===== src/rtl/sobel_edge_pp.sv =====
// sobel_edge_pp: 4-stage Sobel gradient, magnitude, direction and
// per-frame edge counter with frame-synchronous config shadowing.
module sobel_edge_pp #(
    parameter int DATA_W         = 8,
    parameter int THRESH_DEFAULT = 28,
    parameter int CNT_W          = 24
) (
    input  logic              video_clk,
    input  logic              rst_n,
    input  logic              matrix_de,
    input  logic              matrix_vs,
    input  logic [DATA_W-1:0] matrix11,
    input  logic [DATA_W-1:0] matrix12,
    input  logic [DATA_W-1:0] matrix13,
    input  logic [DATA_W-1:0] matrix21,
    input  logic [DATA_W-1:0] matrix22,
    input  logic [DATA_W-1:0] matrix23,
    input  logic [DATA_W-1:0] matrix31,
    input  logic [DATA_W-1:0] matrix32,
    input  logic [DATA_W-1:0] matrix33,
    input  logic [DATA_W+2:0] cfg_threshold,
    input  logic [1:0]        cfg_mode,
    output logic              sobel_vs,
    output logic              sobel_de,
    output logic [DATA_W-1:0] sobel_data,
    output logic [1:0]        sobel_dir,
    output logic [CNT_W-1:0]  edge_count,
    output logic              frame_done
);

    localparam int GW = DATA_W + 2;
    localparam int MW = DATA_W + 3;
    localparam logic [DATA_W-1:0] PIX_ONES = {DATA_W{1'b1}};
    localparam logic [MW-1:0]     PIX_MAX  = {3'b000, PIX_ONES};
    localparam logic [CNT_W-1:0]  CNT_MAX  = {CNT_W{1'b1}};

    // 1-2-1 weighted column/row sum
    function automatic logic [GW-1:0] wsum(
        input logic [DATA_W-1:0] a,
        input logic [DATA_W-1:0] b,
        input logic [DATA_W-1:0] c
    );
        return {2'b00, a} + {1'b0, b, 1'b0} + {2'b00, c};
    endfunction

    // config shadow
    logic              vs_prev_q;
    logic [MW-1:0]     thr_act_q;
    logic [1:0]        mode_act_q;
    logic              vs_rise_in;

    // stage 1
    logic [GW-1:0]     gxp_d, gxn_d, gyp_d, gyn_d;
    logic [GW-1:0]     gxp_q, gxn_q, gyp_q, gyn_q;
    logic              de1_q, vs1_q;

    // stage 2
    logic [GW-1:0]     ax_d, ay_d;
    logic              sx_d, sy_d;
    logic [GW-1:0]     ax_q, ay_q;
    logic              sx_q, sy_q;
    logic              de2_q, vs2_q;

    // stage 3
    logic [GW-1:0]     mx, mn;
    logic [MW-1:0]     mag_l1, mag_l2;
    logic [MW-1:0]     mag_d;
    logic [1:0]        dir_d;
    logic [MW-1:0]     mag_q;
    logic [1:0]        dir_q;
    logic              de3_q, vs3_q;

    // stage 4
    logic              hit;
    logic [DATA_W-1:0] data_d;
    logic [1:0]        dir4_d;
    logic [DATA_W-1:0] data_q;
    logic [1:0]        dir4_q;
    logic              de4_q, vs4_q;

    // edge counter
    logic              vs_rise4;
    logic [CNT_W-1:0]  cnt_d, cnt_q;
    logic [CNT_W-1:0]  edge_count_d, edge_count_q;
    logic              frame_done_d, frame_done_q;

    assign vs_rise_in = matrix_vs & ~vs_prev_q;

    // latch runtime config only on a frame-start edge
    always_ff @(posedge video_clk or negedge rst_n) begin
        if (!rst_n) begin
            vs_prev_q  <= 1'b0;
            thr_act_q  <= MW'(THRESH_DEFAULT);
            mode_act_q <= 2'b00;
        end else begin
            vs_prev_q <= matrix_vs;
            if (vs_rise_in) begin
                thr_act_q  <= cfg_threshold;
                mode_act_q <= cfg_mode;
            end
        end
    end

    // S1: positive/negative kernel halves, gated by de
    always_comb begin
        gxp_d = '0;
        gxn_d = '0;
        gyp_d = '0;
        gyn_d = '0;
        if (matrix_de) begin
            gxp_d = wsum(matrix13, matrix23, matrix33);
            gxn_d = wsum(matrix11, matrix21, matrix31);
            gyp_d = wsum(matrix11, matrix12, matrix13);
            gyn_d = wsum(matrix31, matrix32, matrix33);
        end
    end

    // S1 register
    always_ff @(posedge video_clk or negedge rst_n) begin
        if (!rst_n) begin
            gxp_q <= '0;
            gxn_q <= '0;
            gyp_q <= '0;
            gyn_q <= '0;
            de1_q <= 1'b0;
            vs1_q <= 1'b0;
        end else begin
            gxp_q <= gxp_d;
            gxn_q <= gxn_d;
            gyp_q <= gyp_d;
            gyn_q <= gyn_d;
            de1_q <= matrix_de;
            vs1_q <= matrix_vs;
        end
    end

    // S2: absolute gradients and their signs
    always_comb begin
        sx_d = gxp_q < gxn_q;
        sy_d = gyp_q < gyn_q;
        ax_d = sx_d ? (gxn_q - gxp_q) : (gxp_q - gxn_q);
        ay_d = sy_d ? (gyn_q - gyp_q) : (gyp_q - gyn_q);
    end

    // S2 register
    always_ff @(posedge video_clk or negedge rst_n) begin
        if (!rst_n) begin
            ax_q  <= '0;
            ay_q  <= '0;
            sx_q  <= 1'b0;
            sy_q  <= 1'b0;
            de2_q <= 1'b0;
            vs2_q <= 1'b0;
        end else begin
            ax_q  <= ax_d;
            ay_q  <= ay_d;
            sx_q  <= sx_d;
            sy_q  <= sy_d;
            de2_q <= de1_q;
            vs2_q <= vs1_q;
        end
    end

    // S3: magnitude norm and direction classification
    always_comb begin
        mx     = (ax_q >= ay_q) ? ax_q : ay_q;
        mn     = (ax_q >= ay_q) ? ay_q : ax_q;
        mag_l1 = {1'b0, ax_q} + {1'b0, ay_q};
        mag_l2 = {1'b0, mx} + {2'b00, mn[GW-1:1]};
        mag_d  = mode_act_q[1] ? mag_l2 : mag_l1;
        if ({1'b0, ax_q} >= {ay_q, 1'b0}) begin
            dir_d = 2'd0;
        end else if ({1'b0, ay_q} >= {ax_q, 1'b0}) begin
            dir_d = 2'd1;
        end else if (sx_q == sy_q) begin
            dir_d = 2'd2;
        end else begin
            dir_d = 2'd3;
        end
    end

    // S3 register
    always_ff @(posedge video_clk or negedge rst_n) begin
        if (!rst_n) begin
            mag_q <= '0;
            dir_q <= 2'd0;
            de3_q <= 1'b0;
            vs3_q <= 1'b0;
        end else begin
            mag_q <= mag_d;
            dir_q <= dir_d;
            de3_q <= de2_q;
            vs3_q <= vs2_q;
        end
    end

    // S4: binary/gray output pixel, blanked outside de
    always_comb begin
        hit    = de3_q && (mag_q >= thr_act_q);
        data_d = '0;
        dir4_d = 2'd0;
        if (de3_q) begin
            dir4_d = dir_q;
            if (mode_act_q[0]) begin
                data_d = (mag_q > PIX_MAX) ? PIX_ONES
                                           : mag_q[DATA_W-1:0];
            end else begin
                data_d = hit ? PIX_ONES : '0;
            end
        end
    end

    // S4 register
    always_ff @(posedge video_clk or negedge rst_n) begin
        if (!rst_n) begin
            data_q <= '0;
            dir4_q <= 2'd0;
            de4_q  <= 1'b0;
            vs4_q  <= 1'b0;
        end else begin
            data_q <= data_d;
            dir4_q <= dir4_d;
            de4_q  <= de3_q;
            vs4_q  <= vs3_q;
        end
    end

    // running count; publish and restart on output frame start
    always_comb begin
        vs_rise4     = vs3_q & ~vs4_q;
        edge_count_d = edge_count_q;
        frame_done_d = 1'b0;
        cnt_d        = cnt_q;
        if (vs_rise4) begin
            edge_count_d = cnt_q;
            frame_done_d = 1'b1;
            cnt_d        = hit ? CNT_W'(1) : '0;
        end else if (hit && (cnt_q != CNT_MAX)) begin
            cnt_d = cnt_q + CNT_W'(1);
        end
    end

    // counter registers
    always_ff @(posedge video_clk or negedge rst_n) begin
        if (!rst_n) begin
            cnt_q        <= '0;
            edge_count_q <= '0;
            frame_done_q <= 1'b0;
        end else begin
            cnt_q        <= cnt_d;
            edge_count_q <= edge_count_d;
            frame_done_q <= frame_done_d;
        end
    end

    assign sobel_vs   = vs4_q;
    assign sobel_de   = de4_q;
    assign sobel_data = data_q;
    assign sobel_dir  = dir4_q;
    assign edge_count = edge_count_q;
    assign frame_done = frame_done_q;

endmodule


===== config.mk =====
export PLATFORM = sky130hd
export DESIGN_NAME = sobel_edge_pp
export DESIGN_NICKNAME = d
export VERILOG_FILES = /design/src/rtl/sobel_edge_pp.sv
export SDC_FILE = /design/constraint.sdc
export NUM_CORES = 1
export LEC_CHECK = 0
export ABC_AREA = 1
export CAP_MARGIN = 25
export CORE_UTILIZATION = 57
export DETAILED_ROUTE_END_ITERATION = 8
export PLACE_DENSITY = 0.8
export SLEW_MARGIN = 25
export SYNTH_ARGS = -nofsm -noshare
export SYNTH_HDL_FRONTEND = slang
export SYNTH_SLANG_ARGS = --single-unit

===== constraint.sdc =====
create_clock -name video_clk -period 4.5 [get_ports video_clk]
set_input_delay 1.125 -clock video_clk [delete_from_list [all_inputs] [get_ports video_clk]]
set_output_delay 1.125 -clock video_clk [all_outputs]
set_load 0.02 [all_outputs]

# --- After elaboration in Yosys (flattened, before gate mapping) ---
# Cells that the tools add are included.
op_classes:
  muxes: 21
  n_lt_le_gt_ge: 7
  eq_ne: 2
  n_bitwise: 4
  n_addsub: 15
  n_reduce_logical: 3
op_table:
  columns: ["op", "count"]
  rows:
  - ["10-bit 2-to-1 mux", 8]
  - ["24-bit 2-to-1 mux", 2]
  - ["10-bit by 8-bit adder with 10-bit output", 4]
  - ["8-bit by 9-bit adder with 10-bit output", 4]
  - ["10-bit subtractor", 4]
  - ["8-bit 2-to-1 mux", 4]
  - ["24-bit by 1-bit adder with 24-bit output, second input constant", 1]
  - ["24-bit != test, second input constant", 1]
  - ["10-bit by 11-bit greater-or-equal comparator with 1-bit output", 2]
  - ["10-bit < comparator", 2]
  - ["10-bit by 10-bit adder with 11-bit output", 1]
  - ["10-bit by 9-bit adder with 11-bit output", 1]
  - ["11-bit greater-or-equal comparator", 1]
  - ["11-bit by 8-bit greater-than comparator with 1-bit output, second input constant", 1]
  - ["11-bit 2-to-1 mux", 1]
  - ["10-bit greater-or-equal comparator", 1]
  - ["2-bit 2-to-1 mux", 3]
  - ["1-bit 2-to-1 mux", 3]
  - ["1-bit bitwise AND", 2]
  - ["1-bit logical AND", 2]
  - ["1-bit inverter", 2]
  - ["2-bit nonzero test", 1]
  - ["1-bit equality test", 1]
word_totals:
  output_inout_bits: 37
  regBits: 155
  wordCells: 77
  input_bits: 89

# --- Logic depth before layout (Yosys ltp) ---
# Gate-level depths: netlist of the first run.
depth:
  ltp_word: 5
  mapped_depth: 24
  ltp_nobuf: 22

# --- Worst setup path before layout of the first run ---
# OpenSTA, ideal clock, no wires.
synth_path:
  path_type: "register -> register"
  start: "reg ay_q[7]"
  end: "reg mag_q[8]"
  required_time_ns: 4.374
  path_stages_with_launch: 23
  path_slack_ns: 1.359
  setup_ns: 0.126
  path_buffers: 3
  arrival_ns: 3.015
  period_less_slack_ns: 3.141
  cell_sequence: "dfrtp_1 > inv_1 > ha_1 > clkbuf_1 > nand2_1 > nor2_1 > nand3_1 > nand3_1 > buf_2 > buf_2 > nand2_1 > o21ai_0 > ha_1 > inv_1 > fa_1 > inv_1 > nand2_1 > a21oi_1 > nand3_1 > nand2_1 > nand2_1 > nand3_1 > o21ai_0"
synth_via:
  elab_chain_cells: 4
  elab_cells_between_ends: 6
  cone_classes: "add/sub: 2; order compare: 1; mux: 3"
synth_lines:
  columns: ["element", "line", "rtl"]
  rows:
  - ["from (decl)", "60", "logic [GW-1:0] ax_q, ay_q;"]
  - ["from (signal assigned)", "156", "ay_q <= ay_d;"]
  - ["10-bit greater-or-equal comparator", "166, 167", null]
  - ["10-bit 2-to-1 mux (on tied branches)", "166, 167", null]
  - ["10-bit by 9-bit adder with 11-bit output", "169", "mag_l2 = {1'b0, mx} + {2'b00, mn[GW-1:1]};"]
  - ["11-bit 2-to-1 mux (*)", "170", "mag_d = mode_act_q[1] ? mag_l2 : mag_l1;"]
  - ["net mag_d[8]", "67", "logic [MW-1:0] mag_d;"]
  - ["to (signal assigned)", "190", "mag_q <= mag_d;"]
  - ["to (decl)", "69", "logic [MW-1:0] mag_q;"]
# The timed path passes the listed nets; every way through them passes the cells marked *.
# A chain may end at the register's enable or synchronous reset.

# --- Worst setup path in the final report of the first run ---
layout_path:
  start: "reg ay_q[9]"
  end: "reg mag_q[8]"
layout_via:
  elab_chain_cells: 4
  elab_cells_between_ends: 5
  cone_classes: "add/sub: 1; order compare: 1; mux: 3"
layout_lines:
  columns: ["element", "line"]
  rows:
  - ["10-bit greater-or-equal comparator", "166, 167"]
  - ["10-bit 2-to-1 mux (on tied branches)", "166, 167"]
  - ["10-bit by 9-bit adder with 11-bit output (*)", "169"]
  - ["11-bit 2-to-1 mux (*)", "170"]
  - ["net mag_d[8]", "67"]
# Marked as above.

==> metrics.csv, run 1 <==
stage,metric,value,unit
synth,"FF+latch count, synth",155,
synth,"Avg Cell Area, Syn",7.649,µm²
route,drt first pass iters,5,
worst_setup_path,critical path startpoint category,register,
sta,Slew HR,42.65,%
cells_and_area,most frequent cells in the layout,"nand2_1, inv_1, dfrtp_1, ha_1, a21oi_1",
synth,"Top FF cell, synth",dfrtp_1,
clocking,Clock Tree Buf Depth,2,
grt,met3 Use GR,4.156,%
sta,RSZ-0062 raised after global routing,false,
grt,grt met1 use,31.46,%
grt,total track usage,26.88,%
route,Routed WL per cell,14.25,µm
synth,Synth Instances,1552,
floorplan,die width,146.3,µm
sta,min Tclk post-route,3.728,ns
grt,largest net degree at the start of global routing,107,
synth,"Seq/Total Area, Yosys",32.70,%
synth,yosys warns,0,
synth,Unique masters post-synth,42,
grt,Congestion Overflow GR,0,
grt,met2 Track Usage GR,48.19,%
floorplan,Die Ht,146.3,µm
sta,"Hold Violations, Final",0,
power_and_ir_drop,total power,0.008299,W
floorplan,Starting Density,58.48,%
cells_and_area,Final nets,1917,
sta,Max Freq,268.2,MHz
floorplan,Cell Rows,52,
cells_and_area,"commonest non-fill, non-tap cell in the layout",nand2_1,
worst_setup_path,R2R depth,16,
route,Vias per Instance,5.375,
power_and_ir_drop,P per Cell Area,597.5,nW/µm²
clocking,Post-CTS Resized,0,
sta,Final Cycle Share,82.84,%
grt,vias in the first global route,10168,
route,drc violations,0,
placement,Setup WS pre-CTS,0.8380,ns
grt,GR peak layer,met2,
clocking,clk_lat worst skew,0.43,ns
sta,"Slew Viols, Final",0,
synth,number of synthesized flops with an enable pin,0,
synth,ys async rst share,100.0,%
route,Routed Antenna Nets,0,
synth,Post-Syn Nets,1812,
worst_setup_path,"Req. time, crit path",4.81,ns
hold_path,Worst Hold Depth,0,
clocking,CTS sink count,155,
placement,Routability Congestion,0.9537,
cells_and_area,Inserted Diodes,0,
grt,first-pass GRT wire length,46310,µm
hold_path,min-delay worst type,register to register,
sta,final setup TNS,0,ns
outcome,status,"complete, no violations",
power_and_ir_drop,Leakage,7.007,nW
clocking,CTS tree,done,
worst_setup_path,type of the worst setup path,register to register,
run,Max Cap Viol,0,
sta,skew final,0.01018,ns
worst_setup_path,Crit. End Element,register,
cells_and_area,Fillers,1704,
grt,antenna violations before repair,0,
sta,measured slew at the worst slew-check pin,0.8593,ns
route,Iteration-0 DRC Markers,568,
floorplan,Core Area,20300,µm²
sta,fin worst setup slack,0.7720,ns
cells_and_area,Area growth syn-to-layout,17.00,%
clocking,"Clk pin slew, worst setup/hold paths",0.07,ns
route,total wire length,27640,µm
clocking,Setup Buffers After CTS,0,
floorplan,die area,21410,µm²
cells_and_area,fraction of layout cells with a size suffix above 1,3.533,%
floorplan,io pins,126,
placement,port bufs,117,
placement,DPL Wire Length,21620,µm
worst_setup_path,arrival time at the worst endpoint,4.04,ns
route,via count,10428,
clocking,Root Driver,clkbuf_16,
clocking,hold_buf cts,0,
clocking,total CTS buffers,17,
synth,Netlist Area Pre-Place,11870,µm²
worst_setup_path,critical path peak fanout,12,
power_and_ir_drop,worst vdd ir,409.5,µV
sta,# setup viols final,0,
clocking,H-tree lvl count,4,
[synthesized netlist by cell type, types with 6 or more instances]
cell type	instances	share of area, %
o21ai_1	10	0.42
a31oi_1	7	0.37
nor2_1	115	3.6
xor2_1	41	3.0
o21ai_0	99	4.2
nand3b_1	8	0.51
clkbuf_1	24	0.76
nand2_1	401	13
fa_1	38	6.4
a21o_1	6	0.38
nor3_1	20	0.84
dfrtp_1	152	32
nand3_1	95	4.0
ha_1	133	14
a21oi_1	121	5.1
nand4_1	15	0.79
inv_1	206	6.5
o21bai_1	11	0.70
[worst max-delay path, cell delays in order (launching register included)]
cell and delay, ns:
dfrtp_1 0.45, inv_1 0.15, ha_1 0.39, a21o_1 0.18, nor2_1 0.18, nand3_1 0.34
o21ai_0 0.47, inv_1 0.12, fa_1 0.45, inv_1 0.09, nand2_1 0.06, a21oi_1 0.25
nand3_1 0.11, nand2_1 0.09, nand2_1 0.06, nand3_1 0.12, o21ai_0 0.10
[final timing paths]
check / startpoint / endpoint / slack [ns]
max in group asynchronous: rst_n / gyn_q[8]$_DFF_PN0_ / 2.88
max: ay_q[9]$_DFF_PN0_ / mag_q[8]$_DFF_PN0_ / 0.77
max reg2reg: ay_q[9]$_DFF_PN0_ / mag_q[8]$_DFF_PN0_ / 0.77
min: de2_q$_DFF_PN0_ / de3_q$_DFF_PN0_ / 0.35
min in group asynchronous: rst_n / thr_act_q[8]$_DFFE_PN0P_ / 0.55
min reg2reg: de2_q$_DFF_PN0_ / de3_q$_DFF_PN0_ / 0.35
[cells by family after synthesis]
family / Yosys count / share of synthesized area (%)
AOI/OAI and AO/OA: 261 / 11.63
xor gates and xnor gates: 43 / 3.172
adders and majority gates: 171 / 20.43
buffers and inverters: 248 / 8.168
DFF: 155 / 32.70
muxes: 3 / 0.2740
and+or+nand+nor: 671 / 23.63
[per-stage QoR]
| stage | hold WS (ns) | area [µm²] | cells | utilization, % |
|---|---|---|---|---|
| floorplan | 0.3312 | 11870 | 1552 | - |
| finish | 0.3487 | 13890 | 1940 | 68.42 |
| global placement | 0.3359 | 13250 | 1907 | 65.26 |
| detailed placement | 0.3347 | 13250 | 1907 | 65.26 |
| CTS | 0.3498 | 13860 | 1939 | 68.28 |
| global route | 0.3667 | 13890 | 1940 | 68.42 |
[state kept, by name (all words and copies together), names as in the netlist, 2 cells and up]
register    flops
ax_q           10
ay_q           10
cnt_q          24
dir_q           2
edge_count     24
gxn_q          10
gxp_q          10
gyn_q          10
gyp_q          10
mag_q          11
mode_act_q      2
sobel_data      8
sobel_dir       2
thr_act_q      11
[where the power goes]
| group | total (W) | internal, W | switching, W |
|---|---|---|---|
| Clock | 0.00148 | 0.000855 | 0.000626 |
| Combinational | 0.00485 | 0.00178 | 0.00307 |
| Sequential | 0.00196 | 0.00170 | 0.000263 |
[metal layers]
| metal | routed length (µm) | part of all wire (%) |
|---|---|---|
| met5 | 0 | 0 |
| met4 | 1054 | 3.8 |
| met3 | 1229 | 4.4 |
| met2 | 13790 | 50 |
| met1 | 11570 | 42 |
[final cells by class]
class	instances	area (µm²)	area share, %
Clock inverter	14	173.9	1.252
Timing Repair Buffer	124	1245	8.963
Inverter	210	789.5	5.684
Multi-Input combinational cell	1149	7022	50.55
Tap cell	270	337.8	2.432
Clock buffer	18	439.2	3.162
Sequential cell	155	3882	27.95
(Power assumes the default switching activity.)
==> run 2, diff against run 1 <==
==> constraint.sdc (replaced) <==
create_clock -name video_clk -period 3.7 [get_ports video_clk]
set_input_delay 0.925 -clock video_clk [delete_from_list [all_inputs] [get_ports video_clk]]
set_output_delay 0.925 -clock video_clk [all_outputs]
set_load 0.02 [all_outputs]
==> run 2 against run 1 <==
Compared with the run above:
- worst hold slack got worse by 0.011 ns
- core utilization increased by 0.32 points
- die area unchanged
- clock skew increased by 0.0040 ns
- non-clock buffer count grew 10
- combinational power rose by 26%
- critical path type unchanged
- routed wire length grew 1.2%
- sequential power rose by 19%
- clock power grew 18%
- sequential cell count unchanged
- via count increased by 0.46%
- highest routed layer unchanged
- sequential share of layout area shrank 0.13 points
==> metrics.csv, run 2 (synthesized netlist as in run 1, its figures left out) <==
stage,metric,value,unit,change
clocking,total CTS buffers,17,,unchanged
placement,port bufs,117,,unchanged
route,Iteration-0 DRC Markers,545,,was 568
placement,DPL Wire Length,22190,µm,"was 21,620 µm"
sta,Hold WS,0.3376,ns,was 0.3487 ns
power_and_ir_drop,P per Cell Area,730.4,nW/µm²,was 597.5 nW/µm²
cells_and_area,most frequent cells in the layout,"nand2_1, inv_1, dfrtp_1, ha_1, a21oi_1",,unchanged
cells_and_area,Area growth syn-to-layout,17.55,%,was 17.00%
cells_and_area,area occupied by multi-input gates,7029,µm²,was 7022 µm²
worst_setup_path,critical path startpoint category,register,,unchanged
clocking,clk_lat worst skew,0.44,ns,was 0.43 ns
sta,min Tclk post-route,3.354,ns,was 3.728 ns
floorplan,Die Ht,146.3,µm,unchanged
grt,first-pass GRT wire length,46840,µm,"was 46,310 µm"
outcome,status,"complete, no violations",,unchanged
grt,largest net degree at the start of global routing,103,,was 107
sta,# setup viols final,0,,unchanged
route,Routed WL per cell,14.34,µm,was 14.25 µm
sta,Final Cycle Share,90.65,%,was 82.84%
worst_setup_path,type of the worst setup path,register to register,,unchanged
power_and_ir_drop,worst vdd ir,490.8,µV,was 409.5 µV
floorplan,die width,146.3,µm,unchanged
sta,RSZ-0062 raised after global routing,false,,unchanged
floorplan,die area,21410,µm²,unchanged
clocking,"Clk pin slew, worst setup/hold paths",0.07,ns,about the same
worst_setup_path,critical path peak fanout,31,,was 12
power_and_ir_drop,Sw Pwr,0.004860,W,was 0.003964 W
grt,total track usage,27.26,%,was 26.88%
clocking,Clock Tree Buf Depth,2,,unchanged
cells_and_area,Fillers,1708,,"was 1,704"
sta,"Slew Viols, Final",0,,unchanged
clocking,CTS sink count,155,,unchanged
worst_setup_path,Crit. End Element,register,,unchanged
floorplan,Core Area,20300,µm²,unchanged
cells_and_area,Register Area,3882,µm²,unchanged
cells_and_area,Final nets,1927,,"was 1,917"
grt,Congestion Overflow GR,0,,unchanged
route,Vias per Instance,5.372,,was 5.375
sta,measured slew at the worst slew-check pin,0.9182,ns,was 0.8593 ns
grt,vias in the first global route,10153,,"was 10,168"
sta,"Hold Violations, Final",0,,unchanged
clocking,Root Driver,clkbuf_16,,unchanged
placement,Routability Congestion,0.9631,,was 0.9537
route,via count,10476,,"was 10,428"
floorplan,Starting Density,58.48,%,unchanged
floorplan,io pins,126,,unchanged
route,DR top layer,met4,,unchanged
power_and_ir_drop,combinational power share,59.9,%,was 58.5%
run,Max Cap Viol,0,,unchanged
hold_path,min-delay worst type,register to register,,unchanged
route,drt first pass iters,6,,was 5
cells_and_area,Inserted Diodes,0,,unchanged
route,drc violations,0,,unchanged
cells_and_area,fraction of layout cells with a size suffix above 1,4.226,%,was 3.533%
cells_and_area,Non-Filler Instances,1950,,"was 1,940"
power_and_ir_drop,Sw Share,47.68,%,was 47.76%
grt,antenna violations before repair,0,,unchanged
power_and_ir_drop,clock share of power,17.2,%,was 17.9%
clocking,H-tree lvl count,4,,unchanged
placement,DP Cell Count,1918,,"was 1,907"
power_and_ir_drop,Leakage,7.047,nW,was 7.007 nW
route,total wire length,27960,µm,"was 27,640 µm"
worst_setup_path,"Req. time, crit path",4.01,ns,was 4.81 ns
route,wl on met1,11610,µm,"was 11,570 µm"
clocking,hold_buf cts,0,,unchanged
clocking,CTS tree,done,,unchanged
route,met2 routed WL,14180,µm,"was 13,790 µm"
worst_setup_path,arrival time at the worst endpoint,3.67,ns,was 4.04 ns
power_and_ir_drop,internal power,0.005332,W,was 0.004335 W
route,Routed Antenna Nets,0,,unchanged
sta,Max Freq,298.2,MHz,was 268.2 MHz
sta,final setup TNS,0,ns,unchanged
floorplan,Cell Rows,52,,unchanged
route,routed length on met3,1368,µm,was 1229 µm
power_and_ir_drop,sequential power share,22.9,%,was 23.7%
cells_and_area,"commonest non-fill, non-tap cell in the layout",nand2_1,,unchanged
sta,skew final,0.01417,ns,was 0.01018 ns
sta,Slew HR,38.79,%,was 42.65%
==> run 2: power groups by stage <==
| stage | Clock (W) | Combinational [W] | Sequential, W |
|---|---|---|---|
| 2_1_floorplan | 0 | 0.00435 | 0.00234 |
| 3_3_place_gp | 0 | 0.00576 | 0.00235 |
| 3_5_place_dp | 0 | 0.00592 | 0.00236 |
| 4_1_cts | 0.00179 | 0.00601 | 0.00233 |
| 5_1_grt | 0.00185 | 0.00692 | 0.00238 |
| 6_report | 0.00175 | 0.00610 | 0.00234 |
==> run 2: metal layers <==
layer  vias up  global-route usage, %
li1       5261                      -
met1      4783                  32.23
met2       370                  49.40
met3        62                  4.188
met4         0                  10.83
met5         -                      0
==> run 2: through the flow <==
stage / cell area (µm²) / total power [W] / worst slack (ns) / util [%]
after floorplan: 11870 / 0.006697 / 0.5592 / -
after global placement: 13340 / 0.008106 / 0.2965 / 65.73
after detailed placement: 13340 / 0.008284 / 0.2070 / 65.73
after CTS: 13940 / 0.01013 / 0.1817 / 68.69
after global routing: 13950 / 0.01115 / 0.02332 / 68.74
final: 13950 / 0.01019 / 0.3460 / 68.74
==> run 2: final timing paths <==
| path | from | endpoint | slack (ns) | cells after the start |
|---|---|---|---|---|
| max in group asynchronous | rst_n | gxp_q[7]$_DFF_PN0_ | 2.35 | 2 |
| worst min register to register | de1_q$_DFF_PN0_ | de2_q$_DFF_PN0_ | 0.34 | 0 |
| worst max-delay path | ay_q[7]$_DFF_PN0_ | mag_q[8]$_DFF_PN0_ | 0.35 | 19 |
| worst min-delay path | de1_q$_DFF_PN0_ | de2_q$_DFF_PN0_ | 0.34 | 0 |
| min in group asynchronous | rst_n | thr_act_q[10]$_DFFE_PN0P_ | 0.58 | 1 |
| worst max register to register | ay_q[7]$_DFF_PN0_ | mag_q[8]$_DFF_PN0_ | 0.35 | 19 |
==> run 2: critical path, cell delays in order (launching register included) <==
cell and delay, ns:
dfrtp_1 0.42, inv_1 0.11, ha_2 0.41, nand2_1 0.07
nor2_1 0.13, nand3_1 0.15, nand3_2 0.18, buf_6 0.23
nand2_1 0.07, o21ai_0 0.17, inv_1 0.12, fa_1 0.44
inv_1 0.09, nand2_1 0.07, a21oi_1 0.17, nand3_1 0.09
nand2_1 0.08, nand2_1 0.06, nand3_1 0.09, o21ai_0 0.09
==> run 2: area by class of cell <==
cell class	instances	share of cell area (%)
clock buffers	19	3.246
flip-flops and latches	155	27.82
well taps	270	2.421
inverters	210	5.649
multi-input cells	1149	50.37
repair buffers	134	9.432
clock inverters	13	1.058
==> run 2: repair_timing <==
action                     4_1_cts  5_1_grt
hold endpoints to repair         0        0
buffers inserted                 0        0
gates resized for setup          0        3
setup endpoints to repair        0        3
==> run 3, diff against run 2 <==
--- a/config.mk
+++ b/config.mk
@@ -9,7 +9,7 @@
 export CAP_MARGIN = 25
 export CORE_UTILIZATION = 57
 export DETAILED_ROUTE_END_ITERATION = 8
-export PLACE_DENSITY = 0.8
+export PLACE_DENSITY_LB_ADDON = 0.05
 export SLEW_MARGIN = 25
 export SYNTH_ARGS = -nofsm -noshare
 export SYNTH_HDL_FRONTEND = slang
==> run 3 against run 2 <==
Compared with the run above:
- die area is the same
- critical path type unchanged
- final cell count up 0.10%
- critical path depth did not move
- total power about the same
- largest cell class unchanged
- register-to-register slack got worse by 0.04 ns
==> metrics.csv, run 3 (synthesized netlist as in run 1, its figures left out) <==
stage,metric,value,unit,change
sta,Final Cycle Share,91.75,%,was 90.65%
placement,Routability Congestion,0.9501,,was 0.9631
hold_path,Hold EP,de3_q$_DFF_PN0_,,was de2_q$_DFF_PN0_
power_and_ir_drop,Sw Share,47.90,%,was 47.68%
route,Routed WL per cell,14.55,µm,was 14.34 µm
power_and_ir_drop,Sw Pwr,0.004883,W,was 0.004860 W
clocking,Root Driver,clkbuf_16,,unchanged
sta,measured slew at the worst slew-check pin,0.7710,ns,was 0.9182 ns
route,total wire length,28400,µm,"was 27,960 µm"
sta,"Slew Viols, Final",0,,unchanged
grt,antenna violations before repair,0,,unchanged
worst_setup_path,type of the worst setup path,register to register,,unchanged
placement,port bufs,117,,unchanged
cells_and_area,final instance area,13960,µm²,"was 13,950 µm²"
route,Routed Antenna Nets,0,,unchanged
sta,Slew HR,48.48,%,was 38.79%
grt,Congestion Overflow GR,0,,unchanged
worst_setup_path,critical path startpoint category,register,,unchanged
floorplan,Die Ht,146.3,µm,unchanged
power_and_ir_drop,sequential power share,23.0,%,was 22.9%
floorplan,Cell Rows,52,,unchanged
worst_setup_path,"Req. time, crit path",4.01,ns,about the same
worst_setup_path,r2r startpoint,ay_q[5]$_DFF_PN0_,,was ay_q[7]$_DFF_PN0_
worst_setup_path,Crit. End Element,register,,unchanged
sta,# setup viols final,0,,unchanged
clocking,total CTS buffers,17,,unchanged
hold_path,min-delay worst type,register to register,,unchanged
floorplan,io pins,126,,unchanged
power_and_ir_drop,clock share of power,17.4,%,was 17.2%
power_and_ir_drop,combinational power share,59.7,%,was 59.9%
route,drt first pass iters,5,,was 6
cells_and_area,Inserted Diodes,0,,unchanged
worst_setup_path,arrival time at the worst endpoint,3.70,ns,was 3.67 ns
floorplan,Core Area,20300,µm²,unchanged
route,drc violations,0,,unchanged
clocking,"Clk pin slew, worst setup/hold paths",0.07,ns,about the same
clocking,H-tree lvl count,4,,unchanged
power_and_ir_drop,internal power,0.005310,W,was 0.005332 W
hold_path,Worst Hold Depth,0,,unchanged
worst_setup_path,R2R depth,19,,unchanged
grt,largest net degree at the start of global routing,74,,was 103
sta,Max Freq,294.6,MHz,was 298.2 MHz
clocking,Clock Tree Buf Depth,2,,unchanged
sta,min Tclk post-route,3.395,ns,was 3.354 ns
sta,"Hold Violations, Final",0,,unchanged
power_and_ir_drop,P per Cell Area,730.4,nW/µm²,about the same
worst_setup_path,reg2reg end,mag_q[8]$_DFF_PN0_,,unchanged
sta,RSZ-0062 raised after global routing,false,,unchanged
clocking,CTS sink count,155,,unchanged
floorplan,die area,21410,µm²,unchanged
route,via count,10365,,"was 10,476"
cells_and_area,"commonest non-fill, non-tap cell in the layout",nand2_1,,unchanged
cells_and_area,fraction of layout cells with a size suffix above 1,4.340,%,was 4.226%
power_and_ir_drop,worst vdd ir,436.8,µV,was 490.8 µV
sta,final setup TNS,0,ns,unchanged
clocking,Setup Buffers After CTS,0,,unchanged
sta,skew final,0.02070,ns,was 0.01417 ns
route,Vias per Instance,5.310,,was 5.372
worst_setup_path,FF-to-FF setup slack,0.31,ns,was 0.35 ns
cells_and_area,Area growth syn-to-layout,17.56,%,was 17.55%
hold_path,hold_sp,de2_q$_DFF_PN0_,,was de1_q$_DFF_PN0_
grt,first-pass GRT wire length,47580,µm,"was 46,840 µm"
power_and_ir_drop,Leakage,7.047,nW,about the same
outcome,status,"complete, no violations",,unchanged
route,Iteration-0 DRC Markers,567,,was 545
placement,DPL Wire Length,22910,µm,"was 22,190 µm"
run,Max Cap Viol,0,,unchanged
cells_and_area,Final nets,1929,,"was 1,927"
grt,total track usage,27.89,%,was 27.26%
clocking,clk_lat worst skew,0.45,ns,was 0.44 ns
clocking,CTS tree,done,,unchanged
floorplan,die width,146.3,µm,unchanged
cells_and_area,most frequent cells in the layout,"nand2_1, inv_1, dfrtp_1, ha_1, a21oi_1",,unchanged
grt,vias in the first global route,10266,,"was 10,153"
floorplan,Starting Density,58.48,%,unchanged
worst_setup_path,critical path peak fanout,13,,was 31
placement,placed cell area,13350,µm²,"was 13,340 µm²"
worst_setup_path,crit path from,ay_q[5]$_DFF_PN0_,,was ay_q[7]$_DFF_PN0_
[run 3: how the worst max path moves through the flow]
stage                         endpoint  slack, ns  cells after the start
global route        mag_q[8]$_DFF_PN0_     0.0005                     19
global placement    mag_q[8]$_DFF_PN0_       0.26                     19
CTS                 mag_q[8]$_DFF_PN0_       0.20                     19
finish              mag_q[8]$_DFF_PN0_       0.31                     19
floorplan           mag_q[8]$_DFF_PN0_       0.56                     22
detailed placement  mag_q[8]$_DFF_PN0_       0.21                     19
[run 3: layout make-up]
cell class,count,area [µm²]
Timing Repair Buffer,136,1315
Clock buffer,17,425.4
Sequential cell,155,3882
Multi-Input combinational cell,1149,7029
Clock inverter,15,177.7
Tap cell,270,337.8
Inverter,210,788.3
Fill cell,1746,6344
[run 3: critical path, cell delays in order (launching register included)]
cell and delay, ns:
dfrtp_1 0.39, inv_1 0.10, ha_1 0.40, nand2_1 0.10
nor2_1 0.16, nand3_1 0.15, nand3_2 0.19, buf_4 0.20
nand2_1 0.06, o21ai_0 0.17, inv_1 0.11, fa_1 0.45
inv_1 0.09, nand2_1 0.06, a21oi_1 0.19, nand3_1 0.10
nand2_1 0.09, nand2_1 0.07, nand3_1 0.08, o21ai_0 0.10
[run 3: metrics by stage]
stage	util (%)	power [W]	setup WS, ns	hold slack (ns)	cells
2_1_floorplan	-	0.006697	0.5592	0.3312	1552
3_3_place_gp	65.74	0.008239	0.2566	0.3348	1920
3_5_place_dp	65.74	0.008348	0.2085	0.3381	1920
4_1_cts	68.71	0.01018	0.1970	0.3526	1952
5_1_grt	68.75	0.01119	0.0005302	0.3611	1952
6_report	68.75	0.01019	0.3051	0.3486	1952
[run 3: per-layer routing]
metal | track usage, % | vias up | wire length [µm]
met5 | 0 | - | 0
met4 | 12.60 | 0 | 980
met3 | 3.344 | 65 | 1214
met2 | 50.12 | 286 | 14330
met1 | 33.37 | 4776 | 11870
li1 | - | 5238 | -
[run 3: power by group through the flow]
stage / sequential, W / combinational, W / clock, W
2_1_floorplan: 0.00234 / 0.00435 / 0
3_3_place_gp: 0.00237 / 0.00587 / 0
3_5_place_dp: 0.00238 / 0.00597 / 0
4_1_cts: 0.00235 / 0.00604 / 0.00179
5_1_grt: 0.00239 / 0.00693 / 0.00186
6_report: 0.00234 / 0.00608 / 0.00177
[run 3: what timing repair did]
item | CTS | global route
hold buffers | 0 | 0
endpoints found under the setup margin | 0 | 3
resized for setup | 0 | 2
